--- config.mk ---
export PLATFORM = sky130hd
export DESIGN_NAME = led_matrix_scan_engine
export DESIGN_NICKNAME = d
export VERILOG_FILES = /design/src/rtl/led_matrix_scan_engine.sv
export SDC_FILE = /design/constraint.sdc
export NUM_CORES = 1
export LEC_CHECK = 0
export ABC_CLOCK_PERIOD_IN_PS = 4500
export BUFFER_PORTS_ARGS = -buffer_cell sky130_fd_sc_hd__buf_2
export CAP_MARGIN = 20
export CORE_MARGIN = 10
export CORE_UTILIZATION = 55
export CTS_BUF_LIST = sky130_fd_sc_hd__clkbuf_16
export CTS_CLUSTER_SIZE = 20
export DETAILED_ROUTE_END_ITERATION = 6
export MAX_ROUTING_LAYER = met4
export PLACE_DENSITY = 0.89
export SLEW_MARGIN = 20
export SYNTH_ARGS = -nofsm -noshare
export SYNTH_HDL_FRONTEND = slang
export SYNTH_SLANG_ARGS = --single-unit
--- constraint.sdc ---
create_clock -name clk -period 4.5 [get_ports clk]
set_input_delay 0.675 -clock clk [delete_from_list [all_inputs] [get_ports clk]]
set_output_delay 0.675 -clock clk [all_outputs]
set_load 0.03 [all_outputs]
--- src/rtl/led_matrix_scan_engine.sv ---
// Parametrised ROWS x COLS LED matrix scanner with per-step blanking, runtime dwell,
// raster/row/hold scan modes, pause/resume and a registered frame marker.
module led_matrix_scan_engine #(
    parameter int ROWS         = 8,
    parameter int COLS         = 8,
    parameter int DWELL_W      = 16,
    parameter int BLANK_CYCLES = 2
) (
    input  logic                     clk,
    input  logic                     rst,
    input  logic                     en,
    input  logic [1:0]               mode,
    input  logic [DWELL_W-1:0]       dwell,
    output logic [ROWS-1:0]          led_row,
    output logic [COLS-1:0]          led_col,
    output logic [$clog2(ROWS)-1:0]  row_idx,
    output logic [$clog2(COLS)-1:0]  col_idx,
    output logic                     pixel_valid,
    output logic                     frame_start
);

    localparam int RW = $clog2(ROWS);
    localparam int CW = $clog2(COLS);
    localparam int BW = (BLANK_CYCLES > 1) ? $clog2(BLANK_CYCLES) : 1;
    localparam logic [BW-1:0] BLANK_LAST = BW'((BLANK_CYCLES > 0) ? BLANK_CYCLES - 1 : 0);
    localparam logic [RW-1:0] ROW_LAST   = RW'(ROWS - 1);
    localparam logic [CW-1:0] COL_LAST   = CW'(COLS - 1);

    typedef enum logic [1:0] {
        S_IDLE,
        S_BLANK,
        S_DWELL
    } state_t;

    state_t               r_state,     w_state_nx;
    logic [RW-1:0]        r_row,       w_row_nx;
    logic [CW-1:0]        r_col,       w_col_nx;
    logic [DWELL_W-1:0]   r_dwell_cnt, w_dwell_cnt_nx;
    logic [BW-1:0]        r_blank_cnt, w_blank_cnt_nx;
    logic [1:0]           r_mode,      w_mode_nx;
    logic                 w_enter_dwell;
    logic [DWELL_W-1:0]   w_dwell_load;
    logic [ROWS-1:0]      w_led_row_nx;
    logic [COLS-1:0]      w_led_col_nx;
    logic                 w_lit_nx;
    logic                 w_frame_start_nx;

    // Both counters run down to zero, so a dwell of 0 or 1 loads 0 and lights one cycle.
    assign w_dwell_load = (dwell == '0) ? '0 : dwell - 1'b1;

    // NOTE: every signal gets a default at the top of the block so no path can infer a latch.
    always_comb begin
        w_state_nx     = r_state;
        w_row_nx       = r_row;
        w_col_nx       = r_col;
        w_dwell_cnt_nx = r_dwell_cnt;
        w_blank_cnt_nx = r_blank_cnt;
        w_mode_nx      = r_mode;
        w_enter_dwell  = 1'b0;

        if (!en) begin
            w_state_nx = S_IDLE;
        end else begin
            case (r_state)
                S_IDLE: begin
                    if (BLANK_CYCLES == 0) begin
                        w_enter_dwell = 1'b1;
                    end else begin
                        w_state_nx     = S_BLANK;
                        w_blank_cnt_nx = BLANK_LAST;
                    end
                end
                S_BLANK: begin
                    if (r_blank_cnt == '0) w_enter_dwell = 1'b1;
                    else                   w_blank_cnt_nx = r_blank_cnt - 1'b1;
                end
                S_DWELL: begin
                    if (r_dwell_cnt == '0) begin
                        // Step boundary: advance with the mode presented right now.
                        case (mode)
                            2'd1: begin
                                w_col_nx = '0;
                                w_row_nx = (r_row == ROW_LAST) ? '0 : r_row + 1'b1;
                            end
                            2'd2: ;
                            default: begin
                                if (r_col == COL_LAST) begin
                                    w_col_nx = '0;
                                    w_row_nx = (r_row == ROW_LAST) ? '0 : r_row + 1'b1;
                                end else begin
                                    w_col_nx = r_col + 1'b1;
                                end
                            end
                        endcase
                        if (BLANK_CYCLES == 0) begin
                            w_enter_dwell = 1'b1;
                        end else begin
                            w_state_nx     = S_BLANK;
                            w_blank_cnt_nx = BLANK_LAST;
                        end
                    end else begin
                        w_dwell_cnt_nx = r_dwell_cnt - 1'b1;
                    end
                end
                default: w_state_nx = S_IDLE;
            endcase
        end

        if (w_enter_dwell) begin
            w_state_nx     = S_DWELL;
            w_dwell_cnt_nx = w_dwell_load;
            w_mode_nx      = mode;
        end

        w_lit_nx         = (w_state_nx == S_DWELL);
        w_led_row_nx     = w_lit_nx ? (ROWS'(1) << w_row_nx) : '0;
        w_led_col_nx     = !w_lit_nx ? '0 :
                           (w_mode_nx == 2'd1) ? '1 : (COLS'(1) << w_col_nx);
        w_frame_start_nx = w_enter_dwell && (w_row_nx == '0) && (w_col_nx == '0)
                           && (w_mode_nx != 2'd2);
    end

    // NOTE: state is updated only with non-blocking assignments so all registers see pre-edge values.
    always_ff @(posedge clk) begin
        if (rst) begin
            r_state     <= S_IDLE;
            r_row       <= '0;
            r_col       <= '0;
            r_dwell_cnt <= '0;
            r_blank_cnt <= '0;
            r_mode      <= '0;
            led_row     <= '0;
            led_col     <= '0;
            pixel_valid <= 1'b0;
            frame_start <= 1'b0;
        end else begin
            r_state     <= w_state_nx;
            r_row       <= w_row_nx;
            r_col       <= w_col_nx;
            r_dwell_cnt <= w_dwell_cnt_nx;
            r_blank_cnt <= w_blank_cnt_nx;
            r_mode      <= w_mode_nx;
            led_row     <= w_led_row_nx;
            led_col     <= w_led_col_nx;
            pixel_valid <= w_lit_nx;
            frame_start <= w_frame_start_nx;
        end
    end

    assign row_idx = r_row;
    assign col_idx = r_col;

endmodule

; ---- After elaboration in Yosys (flattened, before gate mapping)
; Cells that the tools add are included.
[classes]
add_sub_neg = 5
mul = 0
n_div = 0
magnitude_cmp = 0
eq_ne = 11
n_shift = 2
n_mux = 28
n_bitwise = 1
reduce_logical = 14
[ops]
columns = op, count
row1 = 16-bit two-way mux, 5
row2 = 16-bit logical NOT, 2
row3 = "16-bit by 1-bit subtractor with 16-bit output, second input constant", 2
row4 = 3-bit two-way mux, 9
row5 = "1-bit by 3-bit << shifter with 8-bit output, first input constant", 2
row6 = 3-bit case mux with 2 select lines, 2
row7 = 2-bit two-way mux, 4
row8 = 8-bit two-way mux, 1
row9 = "3-bit by 1-bit adder with 3-bit output, second input constant", 2
row10 = "2-bit by 1-bit equality test with 1-bit output, second input constant", 3
row11 = "2-bit equality test, second input constant", 3
row12 = "3-bit equality test, second input constant", 2
row13 = 3-bit logical NOT, 2
row14 = "2-bit != test, second input constant", 3
row15 = 2-bit case mux with 3 select lines, 1
row16 = 3-bit AND reduction, 2
row17 = 1-bit two-way mux, 5
row18 = 2-bit nonzero test, 2
row19 = 1-bit logical AND, 3
row20 = 1-bit case mux with 3 select lines, 1
row21 = 3-bit nonzero test, 1
row22 = 2-bit logical NOT, 1
row23 = 2-bit OR reduction, 1
row24 = 1-bit inverter, 1
row25 = "1-bit subtractor, second input constant", 1
[totals]
ff_bits = 45
latchBits = 0
ram_bits = 0
romBits = 0
in_bits = 21
memories = 0

; ---- Longest topological paths before layout
[depth]
word_depth = 11
mapped_depth = 10

; ---- Worst setup path after synthesis
; No wires, ideal clock.
[synth_path]
path_type = input-to-reg
start = input mode[0]
end = register frame_start
setup_ps = 88
arrival_time_ps = 2446
t_required_ps = 4412
path_slack_ps = 1966
stages = 9
path_buffers = 1
cell_sequence = inv_1 ha_1 clkbuf_1 nand2b_1 o2111ai_1 or2_1 a22oi_1 o2111ai_1 nor4_2
[synth_between]
elab_chain_len = 9
word_cells_on_any_way = 17
cone_classes = eq/ne: 3 / mux: 9 / reduce/logical: 5
[synth_rtl]
columns = item, line
row1 = "start, declared", 12  ; input logic [1:0] mode,
row2 = 2-bit equality test or 2-bit by 1-bit equality test with 1-bit output (tied branches), 80  ; case (mode)
row3 = 3-bit case mux with 2 select lines, 80
row4 = 3-bit two-way mux, 78  ; if (r_dwell_cnt == '0) begin
row5 = 3-bit two-way mux, 64  ; case (r_state)
row6 = 3-bit two-way mux, 61  ; if (!en) begin
row7 = 3-bit logical NOT, 119  ; w_frame_start_nx = w_enter_dwell && (w_row_nx == '0) && (w_col_nx == '0)
row8 = 1-bit logical AND (2 in series), 119
row9 = 1-bit logical AND (*), 120  ; && (w_mode_nx != 2'd2);
row10 = "end signal, assigned", 146  ; frame_start <= w_frame_start_nx;
row11 = "end, declared", 19  ; output logic frame_start
; Mark *: on every way between the ends. The rest lies on a longest branch, timed or not.
; A chain may end at the register's enable or synchronous reset.

; ---- Worst setup path in the final report
[layout_path]
start = input dwell[0]
end = register r_dwell_cnt[4]
[layout_between]
elab_chain_len = 3
word_cells_on_any_way = 4
cone_classes = add/sub: 1 / mux: 2 / reduce/logical: 1
[layout_rtl]
columns = item, line
row1 = "start, declared", 13  ; input logic [DWELL_W-1:0] dwell,
row2 = 16-bit by 1-bit subtractor with 16-bit output or 16-bit logical NOT (tied branches), 49  ; assign w_dwell_load = (dwell == '0) ? '0 : dwell - 1'b1;
row3 = 16-bit two-way mux (*), 49
row4 = 16-bit two-way mux (*), 109  ; if (w_enter_dwell) begin
row5 = "end signal, assigned", 140  ; r_dwell_cnt <= w_dwell_cnt_nx;
row6 = "end, declared", 38  ; logic [DWELL_W-1:0] r_dwell_cnt, w_dwell_cnt_nx;
; Marks and branches as above.

==> summary.txt <==
Synth
  • Seq cells post-synth: 45
  • Synthesized netlist cell count: 296
  • Synth Flop Type: dfxtp_1
  • Avg Synthesized Cell Area: 8.79 um2
  • Post-Syn Area: 2600 um2
  • Synth cell types: 63
  • Post-Syn Nets: 326
  • Post-synth EDFFs: 0
  • Fraction of registers with async set/reset: 0%
  • Ys Warns: 0
  • Seq/Total Area, Yosys: 34.6%

Drt
  • Via density per instance: 6.16
  • DRC viols: 0
  • Total number of vias: 2,403
  • Number of routed nets with antenna violations: 0
  • Final WL: 6.69 mm
  • TritonRoute pass-1 iters: 5
  • Initial drt markers: 303
  • Post-DR wirelength/cell: 17.2 um

Job
  • Max cap viols: 0

Layout
  • Final nets: 367
  • Share of layout cells above drive strength 1: 21.3%
  • Fill cells: 362
  • Diodes inserted: 0
  • Most frequent cells in the layout: nor2_1 (51), dfxtp_1 (45), buf_2 (44)
  • Area grow syn2layout: 14.3%
  • Most common cell after layout, fill and taps aside: nor2_1
  • Footprint of the multi-input gates: 1600 um2
  • Design Area, Final: 2970 um2
  • Sequential Area: 901 um2

Clock tree
  • CTS tree: done
  • Cts repair resizes: 0
  • Post-CTS Hold Buffers: 0
  • TritonCTS Buffers: 5
  • Clock Tree Buf Depth: 2
  • Clock Sinks: 45
  • Reg clk slew, reported paths: 0.06 ns
  • Clock latency on the worst-skew pair: 0.28 ns
  • Root buffer cell: clkbuf_16
  • CTS H-tree lvls: 2
  • Post-CTS Setup Bufs: 0

Timing
  • Highest Clock Rate: 374 MHz
  • Fin Setup TNS: 0 ns
  • Slew of the pin with the lowest slew margin: 0.838 ns
  • RSZ-0062 raised after global routing: no
  • Final period util: 59.3%
  • Finish-stage setup viols: 0
  • Slew headroom: 43.8%
  • Clock skew: 0.00371 ns
  • Final Hold Fails: 0
  • Max Slew Vio Count: 0
  • Min Tclk post-route: 2.67 ns

Status
  • Status: finished clean

GRT
  • Total global routing overflow: 0
  • Initial antenna violation count: 0
  • First-pass GRT wire length: 11.4 mm
  • Vias in the first global route: 2,398
  • Gr usage total: 18.2%
  • Largest net degree at the start of global routing: 26

Pwr
  • Pwr/cell area: 328 nW/um2
  • Static Leak: 1.27 nW
  • Final Total Pwr: 0.974 mW
  • Peak VDD IR: 0.000237 V

Worst setup path
  • WP data required: 4.65 ns
  • Worst setup EP type: flop
  • Critical Path Fanout Max: 12
  • Startpoint Class: input port
  • CP Data Arrival Time: 2.82 ns
  • Crit Path Class: input port to flop

Placement
  • Cell Area, Placed: 2840 um2
  • Port buffer count: 44
  • Final GP Congestion: 0.925
  • Post-detail-place hpwl: 4.87 mm

Floorplanning
  • Die extent in x: 88.8 um
  • Initial Util: 58.2%
  • Core area: 4470 um2
  • Die area: 7880 um2
  • Chip Height: 88.8 um
  • FP Rows: 24
  • Num ports: 45

Min path
  • Hold Crit Class: flop to flop
## cells by family after synthesis
logic type               share of synthesized area [%]
AND/OR/NAND/NOR                                   31.6
flip-flops                                        34.6
adder cells (fa/ha/maj)                           4.33
buffers and inverters                             3.89
XOR/XNOR                                          5.05
multiplexers                                      1.54
AO/OA/AOI/OAI                                     19.0
## stage by stage
step | utilization, % | std cells | setup slack [ns] | hold slack (ns)
4_1_cts | 66.5 | 390 | 1.85 | 0.515
6_report | 66.5 | 390 | 1.83 | 0.511
3_3_place_gp | 63.4 | 382 | 1.68 | 0.471
2_1_floorplan | - | 296 | 1.97 | 0.451
3_5_place_dp | 63.4 | 382 | 1.62 | 0.499
5_1_grt | 66.5 | 390 | 1.62 | 0.550
## final timing paths
path,start,end,slack [ns],cells past startpoint
worst min-delay path,r_mode[1]$_SDFF_PP0_,r_mode[1]$_SDFF_PP0_,0.51,2
worst max-delay path,dwell[0],r_dwell_cnt[4]$_SDFFE_PP0P_,1.83,9
worst min register to register,r_mode[1]$_SDFF_PP0_,r_mode[1]$_SDFF_PP0_,0.51,2
worst max register to register,r_dwell_cnt[0]$_SDFFE_PP0P_,r_dwell_cnt[1]$_SDFFE_PP0P_,2.15,7
## registers in the layout, summed over array words and instances, names as in the netlist
signal and flops:
r_state 2, col_idx 3, row_idx 3, r_dwell_cnt 16
frame_start 1, r_blank_cnt 1, pixel_valid 1, led_row 8
r_mode 2, led_col 8
## area by class of cell
class                   count  share of cell area (%)
flip-flops and latches     45                    30.3
repair buffers             45                    7.66
well taps                  52                    2.19
multi-input cells         229                    53.8
clock buffers               5                    4.21
inverters                  11                    1.39
clock inverters             3                   0.463
## Yosys cell counts, drive strengths merged (3+ instances only)
cell type  instances  share of area, %
xor2               8               2.7
o31ai              6               1.7
dfxtp             45                35
nor4              11               4.6
or4                3              0.87
nand2             20               2.9
o22ai              4              0.96
ha                 9               4.3
o211a              3               1.2
a32o               4               1.5
nor3              12               3.4
inv               11               1.6
nand4              4               1.8
xnor2              7               2.4
o21ai             11               2.1
o32ai              3               1.0
buf                5               1.4
a21oi              8               1.5
nor3b              5               2.0
clkbuf             6              0.87
a32oi              4               2.4
or2                3              0.72
a31oi              4              0.96
and3               3              0.72
nand2b             7               2.0
mux2i              4               1.5
nand3              8               1.7
nor2              52               7.8
## power by group
| group | leakage [nW] | internal (mW) | switching (mW) |
|---|---|---|---|
| clock network | 0.0748 | 0.202 | 0.147 |
| logic | 0.833 | 0.0719 | 0.126 |
| registers | 0.364 | 0.411 | 0.0164 |
## critical path: stages
cell and delay (ns):
buf_2 0.11, inv_1 0.07, ha_1 0.18, nor3b_2 0.40
nand2_1 0.18, o21ai_1 0.71, nor2_1 0.18, nor3_1 0.24
nor4_1 0.08
## per-layer routing
metal  share of wire [%]  track usage, %  vias up
met5                   0               -        -
met1                  41            21.3     1128
li1                    -               -     1167
met3                 5.8            3.13       18
met2                  52            30.4       90
met4                 1.5            6.61        0
Power figures use the tool's default switching activity.
